===== config.mk =====
export PLATFORM = sky130hd
export DESIGN_NAME = gpio_mmio_port_flat
export DESIGN_NICKNAME = d
export VERILOG_FILES = /design/src/rtl/gpio_mmio_port_if.sv /design/src/rtl/gpio_mmio_port.sv /design/src/flat_wrapper.sv
export SDC_FILE = /design/constraint.sdc
export NUM_CORES = 1
export LEC_CHECK = 0
export ABC_AREA = 1
export BUFFER_PORTS_ARGS = -buffer_cell sky130_fd_sc_hd__buf_2
export CAP_MARGIN = 20
export CORE_ASPECT_RATIO = 1.5
export CORE_MARGIN = 2
export CORE_UTILIZATION = 50
export DETAILED_ROUTE_END_ITERATION = 16
export PLACE_DENSITY = 0.73
export REMOVE_ABC_BUFFERS = 1
export SLEW_MARGIN = 20
export SYNTH_ARGS = -nofsm -noshare
export SYNTH_HDL_FRONTEND = slang
export SYNTH_SLANG_ARGS = --single-unit
export TNS_END_PERCENT = 20

===== constraint.sdc =====
create_clock -name clk -period 1.7 [get_ports clk]
set_clock_uncertainty 0.1 [all_clocks]
set_input_delay 0.34 -clock clk [delete_from_list [all_inputs] [get_ports clk]]
set_output_delay 0.34 -clock clk [all_outputs]
set_load 0.02 [all_outputs]

===== src/rtl/gpio_mmio_port_if.sv =====
// Data-bus port of the GPIO responder: one-cycle access strobe in,
// registered acknowledge and read data out.
interface gpio_mmio_port_if;
   logic        sel;
   logic        we;
   logic [3:0]  addr;
   logic [31:0] wdata;
   logic [31:0] rdata;
   logic        ready;

   modport master (output sel, we, addr, wdata, input rdata, ready);
   modport slave  (input sel, we, addr, wdata, output rdata, ready);
endinterface


===== src/rtl/gpio_mmio_port.sv =====
// Memory-mapped GPIO responder: synchronised and debounced inputs, LED output
// register, sticky rising-edge flags with a maskable interrupt.
module gpio_mmio_port #(
   parameter int               WIDTH           = 8,
   parameter int               DEBOUNCE_CYCLES = 4,
   parameter logic [WIDTH-1:0] OUT_RESET       = '0
) (
   input  logic             clk,
   input  logic             reset,
   gpio_mmio_port_if.slave  bus,
   input  logic [WIDTH-1:0] gpio_in,
   output logic [WIDTH-1:0] gpio_out,
   output logic             irq
);
   localparam logic [7:0] CNT_LAST    = 8'(DEBOUNCE_CYCLES - 1);
   localparam logic [1:0] REG_DATA_IN = 2'd0;
   localparam logic [1:0] REG_DATA_OUT = 2'd1;
   localparam logic [1:0] REG_EDGE    = 2'd2;
   localparam logic [1:0] REG_EDGE_EN = 2'd3;

   logic [WIDTH-1:0] s1_reg, s2_reg, cand_reg, stable_reg;
   logic [7:0]       cnt_reg;
   logic [WIDTH-1:0] data_out_reg, edge_reg, edge_en_reg;
   logic [31:0]      rdata_reg;
   logic             ready_reg;

   logic             commit;
   logic             wr_en;
   logic [1:0]       reg_sel;
   logic [WIDTH-1:0] edge_set, edge_clr, edge_next, rd_value;
   logic             bus_unused;

   assign reg_sel  = bus.addr[3:2];
   assign wr_en    = bus.sel & bus.we;
   // The candidate is committed every cycle once it has been stable long enough.
   assign commit   = (s2_reg == cand_reg) && (cnt_reg == CNT_LAST);
   assign edge_set = commit ? (cand_reg & ~stable_reg) : '0;
   assign edge_clr = (wr_en && reg_sel == REG_EDGE) ? bus.wdata[WIDTH-1:0] : '0;

   // A commit landing on the same edge as a W1C keeps the flag set.
   for (genvar gi = 0; gi < WIDTH; gi++) begin : g_edge
      assign edge_next[gi] = edge_set[gi] | (edge_reg[gi] & ~edge_clr[gi]);
   end

   always_comb begin
      rd_value = stable_reg;
      case (reg_sel)
         REG_DATA_IN:  rd_value = stable_reg;
         REG_DATA_OUT: rd_value = data_out_reg;
         REG_EDGE:     rd_value = edge_reg;
         REG_EDGE_EN:  rd_value = edge_en_reg;
      endcase
   end

   always_ff @(posedge clk or negedge reset) begin
      if (!reset) begin
         s1_reg       <= '0;
         s2_reg       <= '0;
         cand_reg     <= '0;
         stable_reg   <= '0;
         cnt_reg      <= '0;
         data_out_reg <= OUT_RESET;
         edge_reg     <= '0;
         edge_en_reg  <= '0;
         rdata_reg    <= '0;
         ready_reg    <= 1'b0;
      end else begin
         s1_reg <= gpio_in;
         s2_reg <= s1_reg;

         if (s2_reg != cand_reg) begin
            cand_reg <= s2_reg;
            cnt_reg  <= '0;
         end else if (cnt_reg == CNT_LAST) begin
            stable_reg <= cand_reg;
         end else begin
            cnt_reg <= cnt_reg + 8'd1;
         end

         edge_reg  <= edge_next;
         ready_reg <= bus.sel;

         if (bus.sel && !bus.we) begin
            rdata_reg <= 32'(rd_value);
         end

         if (wr_en && reg_sel == REG_DATA_OUT) begin
            data_out_reg <= bus.wdata[WIDTH-1:0];
         end
         if (wr_en && reg_sel == REG_EDGE_EN) begin
            edge_en_reg <= bus.wdata[WIDTH-1:0];
         end
      end
   end

   assign bus_unused = ^{bus.wdata, bus.addr[1:0]};

   assign gpio_out  = data_out_reg;
   assign irq       = |(edge_reg & edge_en_reg);
   assign bus.rdata = rdata_reg;
   assign bus.ready = ready_reg;
endmodule


===== src/flat_wrapper.sv =====
// flat-port wrapper written by rule: the top's interface ports become plain ports
module gpio_mmio_port_flat 
#(
   parameter int               WIDTH           = 8,
   parameter int               DEBOUNCE_CYCLES = 4,
   parameter logic [WIDTH-1:0] OUT_RESET       = '0
)
  (clk, reset, gpio_in, gpio_out, irq, bus_sel, bus_we, bus_addr, bus_wdata, bus_rdata, bus_ready);
  gpio_mmio_port_if bus_i ();
  input  logic clk;
  input  logic reset;
  input  logic [WIDTH-1:0] gpio_in;
  output logic [WIDTH-1:0] gpio_out;
  output logic irq;
  input wire logic [$bits(bus_i.sel)-1:0] bus_sel;
  input wire logic [$bits(bus_i.we)-1:0] bus_we;
  input wire logic [$bits(bus_i.addr)-1:0] bus_addr;
  input wire logic [$bits(bus_i.wdata)-1:0] bus_wdata;
  output wire logic [$bits(bus_i.rdata)-1:0] bus_rdata;
  output wire logic [$bits(bus_i.ready)-1:0] bus_ready;
  assign bus_i.sel = bus_sel;
  assign bus_i.we = bus_we;
  assign bus_i.addr = bus_addr;
  assign bus_i.wdata = bus_wdata;
  assign bus_rdata = bus_i.rdata;
  assign bus_ready = bus_i.ready;
  gpio_mmio_port #(.WIDTH(WIDTH), .DEBOUNCE_CYCLES(DEBOUNCE_CYCLES), .OUT_RESET(OUT_RESET)) u_core (.clk(clk), .reset(reset), .bus(bus_i), .gpio_in(gpio_in), .gpio_out(gpio_out), .irq(irq));
endmodule

==> flow_summary.toml <==
[place]
io_buffer_count = 39
dp_hpwl_um = 4610
gpl.final_weighted_congestion = 0.822
placed_cells_incl_taps = 491

[die]
die_area_um2 = 7280
placementRows = 36
core-area_um2 = 6440
dieWidth_um = 70.3
io_pins = 90
floorplan.initialDensity = 0.512
fp.dieH_um = 104

[pwr]
netSwitchingPower_w = 0.00113
leakagePower_nw = 2.00
power.switching_fraction = 0.283
internal-power_w = 0.00286
combinationalPowerShare = 0.169
share_clk_of_total_power = 0.321
power_per_cell_area_nw_per_um2 = 1040
vdd_ir_drop_max_uv = 673
seqPwrFrac = 0.510
post-layout-total-power_w = 0.00399

[cells_and_area]
area_of_the_multi_input_gates_um2 = 1180
proportion_of_layout_cells_with_a_drive_suffix_above_1 = 0.179
antenna_cells = 0
layout.nets = 487
fin_cells = 517
final-seq-area_um2 = 1830
fillCellCount = 567
flow.area_growth_from_synthesis_pct = 16.4

[global_routing]
groute.layer.met3.usage = 0.0447
grt_max_degree = 74
grt_most_used_layer = "met2"
gr-usage-met2 = 0.317
number_of_global_route_vias_before_repair = 2446
antenna_found_initial = 0
globalRouteTotalUtil = 0.187
grtUsageMet1 = 0.215
grt_first_pass_wirelength_um = 10800
globalRoute.totalOverflow = 0

[synth]
netlist.area_leader.share = 0.553
synthTopCellsByCount = "sky130_fd_sc_hd__nand2_1, sky130_fd_sc_hd__dfrtp_1, sky130_fd_sc_hd__nor2_1"
post-synth-top-count-cell = "sky130_fd_sc_hd__nand2_1"
synth_area_per_cell_um2 = 8.64
synth-edff-count = 0
ys_ff_latch = 73
synthDominantAreaCellType = "sky130_fd_sc_hd__dfrtp_1"
synth_flop_type = "sky130_fd_sc_hd__dfrtp_1"
synth.top_cells.by_area = "sky130_fd_sc_hd__dfrtp_1, sky130_fd_sc_hd__nand2_1, sky130_fd_sc_hd__buf_4"
synth.distinct_cells = 28
post_synth_instance_area_um2 = 3300
ys_async_sr_fraction = 1.00
ys_warn_count = 0
synth_seq_area_share = 0.553
synthCells = 382

[routing]
detail_route.vias_per_cell = 5.05
drtAntennaViolNets = 0
wl_per_cell_um = 12.5
num_vias = 2610
detailedRoute.firstIterationViolations = 150
drc = 0
drt-total-wl_um = 6440
detail_route.first_pass.iterations = 5

[clock_tree]
clkSinkCount = 73
ctsHtreeMaxLevel = 3
cts_tree = "yes"
root_buffer = "sky130_fd_sc_hd__clkbuf_8"
cts_inserted_buffers = 9
cts.clk_slew.worst_paths_ps = 70
worst_skew_pair.late_latency_ps = 340
clockBufferDepth = 2

[outcome]
run_status = "finished, violations left"
violated_checks = "setup timing"

[sta]
timing.final.crit_share = 1.07
timing.final.hold_violations = 0
post-route-worst-setup-slack_ps = -117
unrepaired_setup_endpoints_after_global_routing = "yes"
holdWs_ps = 25.9
fmax_mhz = 550
accumulated_negative_setup_slack_ps = -117
slew_violations = 0
finalWorstPathRequiredPeriod_ps = 1820
setup_viol = 1

[hold_path]
holdCritPathClass = "in -> reg"

[run]
drv_cap = 0

[worst_setup_path]
setup.worst_path.class = "reg -> out"
timing.critical_path.from_type = "flip-flop"
critical_path_peak_fanout = 2
timing.critical_path.mode_cell = "sky130_fd_sc_hd__nand2_1"
critical-path-max-stage-delay_ps = 390
critPathCaptureType = "output pin"
cp_max_stage_cell = "sky130_fd_sc_hd__dfrtp_1"
worst-endpoint-arrival_ps = 1380
path_cells = "nand2_1 -> nand2_1 -> a221oi_2 -> nand2_1 -> buf_6"
crit_required_ps = 1260
kinds of logic (layout without fill, tap and decap cells):
| family | after synthesis | count (layout) | synth area share |
|---|---|---|---|
| AND/OR/NAND/NOR | 184 | 184 | 0.243 |
| other | 1 | 24 | 0.00114 |
| buffers and inverters | 77 | 113 | 0.120 |
| XOR/XNOR | 5 | 5 | 0.0133 |
| adder cells (fa/ha/maj) | 1 | 1 | 0.00379 |
| flip-flops | 73 | 73 | 0.553 |
| AO/OA/AOI/OAI | 41 | 41 | 0.0656 |
through the flow:
stage          utilization  setup WS, ps  area, µm²
5_1_grt              0.597          -203       3840
4_1_cts              0.594          -121       3830
3_3_place_gp         0.546           162       3520
6_report             0.597          -117       3840
3_5_place_dp         0.546           149       3520
2_1_floorplan            -          -255       3130
layer usage:
layer  vias to the layer above  part of all wire  wire, µm
met5                         -                 0         0
met4                         0             0.022       142
met3                        13             0.048       307
met2                        81              0.53      3400
met1                      1241              0.40      2590
li1                       1275                 -         -
power by group through the flow:
stage	sequential (W)	clock [W]	combinational, W
after CTS	0.00203	0.00132	0.000668
after global routing	0.00205	0.00139	0.000740
after global placement	0.00205	0	0.000598
final	0.00203	0.00128	0.000675
after detailed placement	0.00206	0	0.000609
after floorplan	0.00212	0	0.000296
layout by cell type, fill, tap and decap left out, drive strengths merged:
cell,synthesis,routed
bufinv,0,1
a221oi,2,2
nor2,36,36
clkbuf,9,11
a31oi,1,1
conb,1,24
ha,1,1
dfrtp,73,73
nand2,109,109
a21oi,9,9
nand4,25,25
clkinvlp,0,1
dlygate4sd3,0,9
xnor2,4,4
nand3,7,7
buf,32,54
o211ai,1,1
or2,2,2
clkinv,0,1
inv,36,36
nor3,5,5
xor2,1,1
o21ai,28,28
critical path: cells and delay by family (launching register included):
kind	cells	cell delay, ps
and+or+nand+nor	3	260
DFF	1	390
AOI/OAI and AO/OA	1	230
buffers and inverters	1	150
timing repair:
action	4_1_cts	5_1_grt
endpoints found under the setup margin	1	5
resized for setup	4	1
hold buffers	9	0
endpoints found under the hold margin	81	0
buffers inserted	2	1
pin swaps	3	3
layout make-up:
cell class	instances	area share
well taps	76	0.0247
repair buffers	63	0.108
clock buffers	11	0.0368
multi-input cells	255	0.308
flip-flops and latches	73	0.475
clock inverters	3	0.0111
inverters	36	0.0352
final timing paths:
path	from	to	slack (ps)	cells after the start
max in group asynchronous	reset	u_core.s1_reg[3]	760	3
worst max-delay path	u_core.edge_en_reg[3]	irq	-120	5
min in group asynchronous	reset	u_core.gpio_out[0]	440	3
worst min-delay path	bus_sel	u_core.bus.ready	30	1
worst max register to register	u_core.cnt_reg[1]	u_core.edge_reg[0]	100	6
worst min register to register	u_core.s1_reg[5]	u_core.s2_reg[5]	250	0
(Power assumes the default switching activity.)
